`src/rtl/mux_scan_sel.sv`:
```
// N-channel registered selector: MANUAL picks the channel from sel, SCAN rotates
// through the channels enabled in ch_mask with a programmable dwell per channel.
module mux_scan_sel #(
   parameter int CH    = 4,
   parameter int W     = 1,
   parameter int DWELL = 50,
   parameter int SELW  = $clog2(CH)
) (
   input  logic              clk,
   input  logic              rst,
   input  logic [CH*W-1:0]   din,
   input  logic [SELW-1:0]   sel,
   input  logic              mode,
   input  logic              en,
   input  logic [CH-1:0]     ch_mask,
   output logic [W-1:0]      dout,
   output logic [SELW-1:0]   cur_ch,
   output logic              ch_strobe
);

   localparam int CW = $clog2(DWELL) + 1;
   localparam logic [CW-1:0] CNT_LAST = CW'(DWELL - 1);

   typedef enum logic {
      ST_MANUAL = 1'b0,
      ST_SCAN   = 1'b1
   } state_t;

   state_t          state_q, state_d;
   state_t          mode_st;
   logic [CW-1:0]   cnt_q, cnt_d, cnt_eff;
   logic [SELW-1:0] cur_ch_q, cur_ch_d;
   logic [W-1:0]    dout_q, dout_d;
   logic            strobe_q, strobe_d;
   logic [SELW-1:0] scan_nxt;
   logic [SELW-1:0] nxt;
   int              srch_dist;
   int              srch_best;

   assign mode_st = mode ? ST_SCAN : ST_MANUAL;

   // Nearest enabled channel after cur_ch (wrapping); cur_ch itself ranks last,
   // so an empty mask or a mask holding only cur_ch leaves the channel unchanged.
   always_comb begin
      srch_best = CH + 1;
      srch_dist = 0;
      scan_nxt  = cur_ch_q;
      for (int k = 0; k < CH; k++) begin
         srch_dist = k - int'(cur_ch_q);
         if (srch_dist <= 0) begin
            srch_dist = srch_dist + CH;
         end
         if (ch_mask[k] && (srch_dist < srch_best)) begin
            srch_best = srch_dist;
            scan_nxt  = SELW'(k);
         end
      end
   end

   always_comb begin
      state_d  = state_q;
      cnt_d    = cnt_q;
      cur_ch_d = cur_ch_q;
      dout_d   = dout_q;
      strobe_d = 1'b0;
      nxt      = cur_ch_q;
      // A mode change restarts the dwell from zero on this very edge.
      cnt_eff  = (mode_st == state_q) ? cnt_q : '0;
      if (en) begin
         state_d = mode_st;
         if (mode_st == ST_MANUAL) begin
            cnt_d = '0;
            if (int'(sel) < CH) begin
               nxt = sel;
            end
         end else if (cnt_eff == CNT_LAST) begin
            cnt_d = '0;
            nxt   = scan_nxt;
         end else begin
            cnt_d = cnt_eff + CW'(1);
         end
         cur_ch_d = nxt;
         strobe_d = (nxt != cur_ch_q);
         for (int k = 0; k < CH; k++) begin
            if (nxt == SELW'(k)) begin
               dout_d = din[k*W +: W];
            end
         end
      end
   end

   always_ff @(posedge clk or posedge rst) begin
      if (rst) begin
         state_q  <= ST_MANUAL;
         cnt_q    <= '0;
         cur_ch_q <= '0;
         dout_q   <= '0;
         strobe_q <= 1'b0;
      end else begin
         state_q  <= state_d;
         cnt_q    <= cnt_d;
         cur_ch_q <= cur_ch_d;
         dout_q   <= dout_d;
         strobe_q <= strobe_d;
      end
   end

   assign dout      = dout_q;
   assign cur_ch    = cur_ch_q;
   assign ch_strobe = strobe_q;

endmodule

```
`config.mk`:
```
export PLATFORM = sky130hd
export DESIGN_NAME = mux_scan_sel
export DESIGN_NICKNAME = d
export VERILOG_FILES = /design/src/rtl/mux_scan_sel.sv
export SDC_FILE = /design/constraint.sdc
export NUM_CORES = 1
export LEC_CHECK = 0
export CORE_UTILIZATION = 48
export CTS_CLUSTER_SIZE = 8
export DETAILED_ROUTE_END_ITERATION = 12
export PLACE_DENSITY = 0.76
export SETUP_SLACK_MARGIN = 0.4
export SYNTH_ARGS = -nofsm -noshare
export SYNTH_HDL_FRONTEND = slang
export SYNTH_SLANG_ARGS = --single-unit
```
`constraint.sdc`:
```
create_clock -name clk -period 7.5 [get_ports clk]
set_input_delay 1.5 -clock clk [delete_from_list [all_inputs] [get_ports clk]]
set_output_delay 1.5 -clock clk [all_outputs]
set_load 0.1 [all_outputs]
```
==> results of run 1 <==
[area by class of cell]
cell class / count / area [µm²] / share of cell area
Tap cell: 28 / 35.0 / 0.0242
Inverter: 11 / 41.3 / 0.0285
Multi-Input combinational cell: 118 / 867 / 0.598
Timing Repair Buffer: 17 / 170 / 0.117
Sequential cell: 12 / 300 / 0.207
Clock buffer: 4 / 36.3 / 0.0250
[through the flow]
step           worst slack, ps  power (µW)   util
6_report                  1580         259  0.631
5_1_grt                   1210         276  0.631
4_1_cts                   1630         258  0.631
3_5_place_dp              1340         204  0.615
3_3_place_gp              1490         200  0.615
2_1_floorplan             1850         172      -
[worst paths after layout]
check | from | to | slack [ps] | depth (start not counted)
worst min-delay path | cnt_q[1] | cnt_q[1] | 520 | 1
worst min register to register | cnt_q[1] | cnt_q[1] | 520 | 1
worst max register to register | cur_ch[0] | dout | 1950 | 23
min in group asynchronous | rst | cnt_q[2] | 1520 | 2
worst max-delay path | ch_mask[0] | dout | 1580 | 20
max in group asynchronous | rst | cur_ch[0] | 5670 | 2
[registers in the layout, indices dropped and copies added, names as in the netlist]
| register | cells |
|---|---|
| state_q | 1 |
| dout | 1 |
| ch_strobe | 1 |
| cur_ch | 2 |
| cnt_q | 7 |
[cell usage after synthesis, types with 2 or more instances]
| cell type | count |
|---|---|
| a211oi_1 | 2 |
| a211oi_2 | 3 |
| a21oi_1 | 8 |
| a22o_1 | 5 |
| a31oi_1 | 3 |
| and2_2 | 2 |
| and2b_1 | 2 |
| and2b_2 | 2 |
| conb_1 | 2 |
| dfrtp_1 | 12 |
| ha_1 | 13 |
| inv_1 | 11 |
| mux2_2 | 2 |
| nand2_1 | 16 |
| nand3_1 | 5 |
| nor2_1 | 9 |
| nor3_1 | 2 |
| o21ai_0 | 10 |
| o2bb2ai_1 | 3 |
| xnor2_1 | 2 |
[metal layers]
layer  up-vias  global-route usage
met2        38               0.397
met3         6              0.0551
met1       534               0.275
met4         0              0.0702
li1        553                   -
met5         -                   0
[where the power goes]
part           leakage (µW)  switching, µW  internal (µW)
sequential         0.000155           7.03           69.7
clock             0.0000210           24.2           29.5
combinational      0.000459           80.1           48.0
[logic make-up after synthesis]
logic type | after synthesis
XOR/XNOR | 3
multiplexers | 3
AO/OA/AOI/OAI | 45
AND/OR/NAND/NOR | 52
adder cells (fa/ha/maj) | 13
buffers and inverters | 13
flip-flops | 12
other | 2
==> metrics.yaml, run 1 <==
cp-end-kind: "flip-flop"
status: "complete, no violations"
fin_crit_sh: 0.789
ys_async_sr_fraction: 1.00
ys_ff_latch: 12
dr_wl_met2_um: 1270
die_w_um: 52.4
gr-total-overflow: 0
grt_max_degree: 13
wl_um: 2740
fin_area_um2: 1450
dieArea_um2: 2750
setup_tns_ps: 0
die_h_um: 52.4
slew_violations: 0
synth-simple-area-share: 0.237
antenna_found_initial: 0
wl_met1_um: 1300
slowest_stage: "clkdlybuf4s50_1"
drc_errors: 0
htreeDepth: 1
cts_buffers: 3
synth_edf_count: 0
dpl.hpwl_um: 2140
cts.sinks: 12
path_cells: "clkdlybuf4s50_1 > and2b_1 > a211oi_1 > nor2_1 > a31oi_1 > ha_1 > a21oi_1 > o2bb2ai_1 > a31oi_1 > a21oi_1 > mux2_2 > ha_1 > nor2b_1 > o21ai_0 > nand4_1 > a22o_1 > o31a_4 > a21o_4 > a211oi_2 > o31ai_2"
final_cell_mix: "17 x clkdlybuf4s50_1, 16 x nand2_1, 13 x ha_1"
ios: 18
syn-cell-area_um2: 1220
grt_use_total: 0.229
syn_nets: 170
start_util: 0.532
seq_area_frac_synth: 0.246
avgSynthCellArea_um2: 8.54
p_leak_uw: 0.000635
arrival_ps: 6070
rsz0062_at_grt: "false"
relSlewSlack: 0.345
num_rows: 17
grt_pass1_wl_um: 4590
drtIter0Drc: 39
drive_gt1_frac: 0.148
syn_inst: 143
cts_tree: "done"
dpl_cell_area_um2: 1410
crit_fanout: 5
cellPowerDensity_nw_per_um2: 178
wl_per_cell_um: 14.4
setup_viol: 0
hold_viol: 0
vias: 1131
synth_top_family_by_area: "compound AO/OA/AOI/OAI gates"
synthTopCellsByArea: "dfrtp_1 25%, ha_1 13%, nand2_1 4.9%"
cts.clk_slew.worst_paths_ps: 80
synth_xor_area_frac: 0.0277
clock_path_buffers: 2
crit_family: "compound AO/OA/AOI/OAI gates"
crit_path_start_kind: "input pin"
fmax_mhz: 169
hold_buffers: 0
met3_length_um: 117
hold-worst-slack_ps: 520
timing.critical_path.buf_inv: 1
synth_compound_area_frac: 0.280
drv_cap: 0
irDropWorstVdd_mv: 0.147
top_layer: "met4"
core_area_um2: 2300
yosysWarnings: 0
drtPass1Iterations: 4
portBuffers: 17
synth_fa_ha_area_frac: 0.133
nets: 190
viasPerCell: 5.95
tightest_slew_ps: 979
ctsResizeCount: 0
ant_nets: 0
synthMuxAreaShare: 0.0266
synth_top_area_cell: "dfrtp_1"
yosysTopAreaCellShare: 0.246
insertion_delay_ps: 280
final_cell_count_no_fill: 190
critPathRequiredTime_ps: 7650
synth.distinct_cells: 49
place.gp.congestion: 0.908
path_class: "input pin to flip-flop"
root_buffer: "clkbuf_4"
grt_pass1_vias: 1090
final_common_cell: "clkdlybuf4s50_1"
dp_cells: 186
n_antenna_cell: 0
hp-class: "flip-flop to flip-flop"
layout_min_cycle_time_ps: 5920
cts_setup_buffers: 0
skew_ps: 7.88
synth-main-ff-cell: "dfrtp_1"
slowest_delay_ps: 470
fillers: 204
syn2layout_area_growth_pct: 18.7
(Power assumes the default switching activity.)
==> run 2, diff against run 1 <==
PLACE_DENSITY = 0.79   (was 0.76)
clock period = 4.9 ns   (was 7.5 ns; I/O delays follow)
==> metrics.yaml, run 2 (synthesized netlist as in run 1, its figures left out) <==
status: "complete, no violations"  # unchanged
dpl.hpwl_um: 2390  # was 2140 µm
largest-register: "cnt_q"  # unchanged
slew_violations: 0  # unchanged
clock_path_buffers: 2  # unchanged
hp-class: "flip-flop to flip-flop"  # unchanged
largest_register_ffs: 7  # unchanged
path_class: "flip-flop to flip-flop"  # was input pin to flip-flop
crit_start: "cur_ch[1]"  # was ch_mask[0]
relSlewSlack: 0.349  # was 0.345
num_rows: 17  # unchanged
multi_input_area_um2: 1000  # was 867 µm²
grt_use_total: 0.292  # was 0.229
crit_family: "compound AO/OA/AOI/OAI gates"  # unchanged
fillers: 138  # was 204
die_w_um: 52.4  # unchanged
cts_tree: "done"  # unchanged
slowest_stage: "dfrtp_4"  # was clkdlybuf4s50_1
slowest_delay_ps: 470  # about the same
globalRouteMet3Util: 0.0551  # unchanged
use_met2: 0.534  # was 0.397
final_cell_count_no_fill: 209  # was 190
dpl_cell_area_um2: 1530  # was 1410 µm²
portBuffers: 17  # unchanged
arrival_ps: 4970  # was 6070 ps
grt_pass1_wl_um: 5810  # was 4590 µm
antenna_found_initial: 0  # unchanged
wl_per_cell_um: 18.7  # was 14.4 µm
n_antenna_cell: 0  # unchanged
cts.clk_slew.worst_paths_ps: 80  # about the same
gr-total-overflow: 0  # unchanged
crit_path_start_kind: "flip-flop"  # was input pin
dp_cells: 195  # was 186
cellPowerDensity_nw_per_um2: 287  # was 178 nW/µm²
nets: 209  # was 190
die_h_um: 52.4  # unchanged
fin_crit_sh: 0.983
grt-busiest-layer: "met2"  # unchanged
grt_max_degree: 13  # unchanged
drv_cap: 0  # unchanged
rsz0062_at_grt: "true"  # was false
start_util: 0.532  # unchanged
viasPerCell: 6.22  # was 5.95
min-delay-start: "cnt_q[1]"  # unchanged
setup_viol: 0  # unchanged
critPathRequiredTime_ps: 5060  # was 7650 ps
crit_fanout: 5  # unchanged
cts_buffers: 3  # unchanged
finalPower_uw: 500  # was 259 µW
syn2layout_area_growth_pct: 42.8  # was 18.7%
ios: 18  # unchanged
utilization: 0.759  # was 0.631
fmax_mhz: 208
final_common_cell: "buf_4"  # was clkdlybuf4s50_1
reg2reg_from: "cur_ch[1]"  # was cur_ch[0]
drtIter0Drc: 58  # was 39
root_buffer: "clkbuf_4"  # unchanged
timing.critical_path.buf_inv: 4  # was 1
drive_gt1_frac: 0.359  # was 0.148
drtPass1Iterations: 4  # unchanged
hold_buffers: 0  # unchanged
fin_area_um2: 1740  # was 1450 µm²
grt_use_met1: 0.342  # was 0.275
vias: 1300  # was 1131
irDropWorstVdd_mv: 0.327  # was 0.147 mV
tightest_slew_ps: 973  # was 979 ps
setup_tns_ps: 0  # unchanged
ant_nets: 0  # unchanged
skew_ps: 3.69  # was 7.88 ps
grt_pass1_vias: 1283  # was 1090
place.gp.congestion: 0.954  # was 0.908
cp-end-kind: "flip-flop"  # unchanged
final_cell_mix: "18 x buf_4, 16 x nand2_1, 15 x clkdlybuf4s50_1"  # was 17 x clkdlybuf4s50_1, 16 x nand2_1, 13 x ha_1
layout_min_cycle_time_ps: 4810
core_area_um2: 2300  # unchanged
cts.sinks: 12  # unchanged
insertion_delay_ps: 280  # about the same
p_leak_uw: 0.000761  # was 0.000635 µW
regArea_um2: 308  # was 300 µm²
wl_um: 3910  # was 2740 µm
hold_viol: 0  # unchanged
dieArea_um2: 2750  # unchanged
drc_errors: 0  # unchanged
crit_path_frequent_cell: "buf_4"
htreeDepth: 1  # unchanged
## run 2: cell types whose count changed in the layout (fill, tap and decap cells not counted), sizes merged
cell           delta
dlygate4sd2       +2
clkdlybuf4s50     -2
buf              +19
## run 2: cell type report
| cell class | count | share of cell area |
|---|---|---|
| flip-flops and latches | 12 | 0.176 |
| repair buffers | 36 | 0.180 |
| multi-input cells | 118 | 0.573 |
| clock buffers | 4 | 0.0208 |
| inverters | 11 | 0.0294 |
| well taps | 28 | 0.0201 |
## run 2: timing repair
| action | 4_1_cts | 5_1_grt |
|---|---|---|
| endpoints found under the hold margin | 0 | 0 |
| setup buffers | 5 | 5 |
| setup endpoints to repair | 4 | 4 |
| gates resized for setup | 11 | 10 |
| pin swaps | 15 | 6 |
## run 2: path summary, 6_finish.rpt
kind	depth (start not counted)	endpoint	slack, ps
worst max-delay path	26	dout	90
worst min-delay path	1	cnt_q[1]	500
worst max register to register	26	dout	90
worst min register to register	1	cnt_q[1]	500
max in group asynchronous	2	cur_ch[0]	3520
min in group asynchronous	2	cnt_q[2]	1020
## run 2: metal layers
metal | up-vias | part of all wire
met1 | 621 | 0.41
met4 | 0 | 0.036
li1 | 596 | -
met5 | - | 0
met3 | 21 | 0.048
met2 | 62 | 0.51
## run 2: through the flow
| stage | setup WS, ps | hold slack [ps] |
|---|---|---|
| detailed placement | -298 | 465 |
| global route | -89.8 | 524 |
| finish | 85.6 | 504 |
| CTS | 217 | 487 |
| global placement | -119 | 465 |
| floorplan | 471 | 447 |
## run 2: report_power, final
| part | internal, µW | switching (µW) | leakage (µW) |
|---|---|---|---|
| registers | 108 | 8.60 | 0.000153 |
| logic | 130 | 171 | 0.000586 |
| clock network | 45.3 | 37.6 | 0.0000210 |
## run 2: worst register-to-register path: stages (launching register included)
cell	delay, ps
dfrtp_4	470
inv_6	40
ha_4	140
and2_4	160
ha_4	260
nand3b_1	140
a211oi_2	300
nor2_2	100
nor2_1	150
a31oi_2	70
ha_1	330
a21oi_2	190
o2bb2ai_2	130
a31oi_2	70
a21oi_2	220
buf_4	150
buf_4	110
nor2_1	40
a21oi_1	160
ha_1	280
o21ai_2	80
buf_4	130
nand2_1	60
o31a_4	330
a21o_4	250
a211oi_4	250
o31ai_2	80
==> run 3, diff against run 2 <==
CELL_PAD_IN_SITES_DETAIL_PLACEMENT = 0   (was default)
CELL_PAD_IN_SITES_GLOBAL_PLACEMENT = 2   (was default)
CORE_UTILIZATION = 29   (was 48)
==> metrics.yaml, run 3 (synthesized netlist as in run 1, its figures left out) <==
vias: 1179  # was 1300
insertion_delay_ps: 240  # was 280 ps
fmax_mhz: 214  # was 208 MHz
core_area_um2: 4030  # was 2300 µm²
grt_pass1_wl_um: 5350  # was 5810 µm
dpl.hpwl_um: 2360  # was 2390 µm
fin_crit_sh: 0.955  # was 0.983
crit_fanout: 5  # unchanged
arrival_ps: 4790  # was 4970 ps
die_h_um: 66.9  # was 52.4 µm
clock_path_buffers: 2  # unchanged
critPathRequiredTime_ps: 5010  # was 5060 ps
grt_use_total: 0.158  # was 0.292
viasPerCell: 5.00  # was 6.22
grt_max_degree: 13  # unchanged
drtPass1Iterations: 4  # unchanged
start_util: 0.303  # was 0.532
syn2layout_area_growth_pct: 47.2  # was 42.8%
num_rows: 23  # was 17
die_w_um: 66.9  # was 52.4 µm
wl_per_cell_um: 13.6  # was 18.7 µm
ios: 18  # unchanged
hp-class: "flip-flop to flip-flop"  # unchanged
portBuffers: 17  # unchanged
hold_buffers: 0  # unchanged
drtIter0Drc: 29  # was 58
path_class: "flip-flop to flip-flop"  # unchanged
irDropWorstVdd_mv: 0.208  # was 0.327 mV
wl_um: 3200  # was 3910 µm
place.gp.congestion: 0.839  # was 0.954
antenna_found_initial: 0  # unchanged
pre_cts_ws_ps: -179  # was -298 ps
relSlewSlack: 0.349  # about the same
setup_viol: 0  # unchanged
largest-register: "cnt_q"  # unchanged
cp-end-kind: "flip-flop"  # unchanged
p_leak_uw: 0.000774  # was 0.000761 µW
root_buffer: "clkbuf_8"  # was clkbuf_4
status: "complete, no violations"  # unchanged
cellPowerDensity_nw_per_um2: 281  # was 287 nW/µm²
hold_viol: 0  # unchanged
final_common_cell: "buf_4"  # unchanged
nets: 214  # was 209
crit_path_start_kind: "flip-flop"  # unchanged
largest_register_ffs: 7  # unchanged
skew_ps: 1.20  # was 3.69 ps
layout_setup_ws_ps: 220  # was 85.6 ps
cts_buffers: 3  # unchanged
final_cell_mix: "23 x buf_4, 16 x nand2_1, 15 x clkdlybuf4s50_1"  # was 18 x buf_4, 16 x nand2_1, 15 x clkdlybuf4s50_1
dieArea_um2: 4470  # was 2750 µm²
rsz0062_at_grt: "true"  # unchanged
drv_cap: 0  # unchanged
layout_min_cycle_time_ps: 4680  # was 4810 ps
grt_pass1_vias: 1197  # was 1283
drive_gt1_frac: 0.360  # was 0.359
n_antenna_cell: 0  # unchanged
tightest_slew_ps: 973  # about the same
slew_violations: 0  # unchanged
cts.clk_slew.worst_paths_ps: 50  # was 80 ps
gr-total-overflow: 0  # unchanged
drc_errors: 0  # unchanged
cts_tree: "done"  # unchanged
ant_nets: 0  # unchanged
htreeDepth: 1  # unchanged
utilization: 0.446  # was 0.759
cts.sinks: 12  # unchanged
## run 3: cell count changes in the layout (fill, tap and decap cells not counted), moves of 2 or more
cell      previous run  this run
buf_4               18        23
clkbuf_4             3         0
clkbuf_8             1         3
xnor2_1              0         2
xnor2_2              3         1
## run 3: worst paths after layout
kind	depth (start not counted)	start	endpoint	slack [ps]
worst max-delay path	23	cur_ch[1]	dout	220
worst min-delay path	1	cnt_q[1]	cnt_q[1]	480
max in group asynchronous	2	rst	cur_ch[1]	3490
worst max register to register	23	cur_ch[1]	dout	220
min in group asynchronous	2	rst	dout	1060
worst min register to register	1	cnt_q[1]	cnt_q[1]	480
## run 3: layer usage
metal / track usage / up-vias / share of wire
li1: - / 601 / -
met1: 0.205 / 549 / 0.49
met2: 0.256 / 23 / 0.46
met3: 0.0240 / 6 / 0.032
met4: 0.0638 / 0 / 0.016
met5: 0 / - / 0
## run 3: layout make-up
cell class / count / area [µm²]
Fill cell: 414 / 2230
Clock buffer: 4 / 45.0
Multi-Input combinational cell: 118 / 977
Inverter: 11 / 53.8
Tap cell: 50 / 62.6
Sequential cell: 12 / 308
Timing Repair Buffer: 41 / 352
## run 3: stage by stage
stage / TNS [ps] / total power, µW / area (µm²) / std cells / hold slack, ps
after floorplan: 0 / 279 / 1270 / 143 / 447
after global placement: -15.7 / 352 / 1580 / 220 / 466
after detailed placement: -276 / 356 / 1580 / 220 / 471
after CTS: 0 / 469 / 1710 / 232 / 485
after global routing: 0 / 541 / 1800 / 236 / 498
final: 0 / 506 / 1800 / 236 / 484
## run 3: what timing repair did
action | in CTS | in global routing
setup endpoints to repair | 4 | 4
buffers inserted | 8 | 4
gates resized for setup | 7 | 11
pin swaps | 17 | 17
## run 3: power breakdown
group	leakage, µW	internal [µW]	switching [µW]
clock network	0.0000228	57.3	35.8
registers	0.000153	109	7.30
logic	0.000598	136	161
## run 3: worst max-delay path, stage by stage (launching register included)
cell and delay, ps:
dfrtp_4 510, buf_6 130, and2_4 160, ha_4 260, nand3b_1 110, a211oi_2 280
nor2_2 100, nor2_2 120, a31oi_2 50, ha_1 340, a21oi_2 180, buf_4 150
a31oi_4 90, a21oi_2 190, mux2_4 340, ha_4 250, nor2b_4 120, o21ai_2 150
nand4_1 100, a22o_1 240, o31a_4 140, a21o_4 240, a211oi_2 230, o31ai_2 90
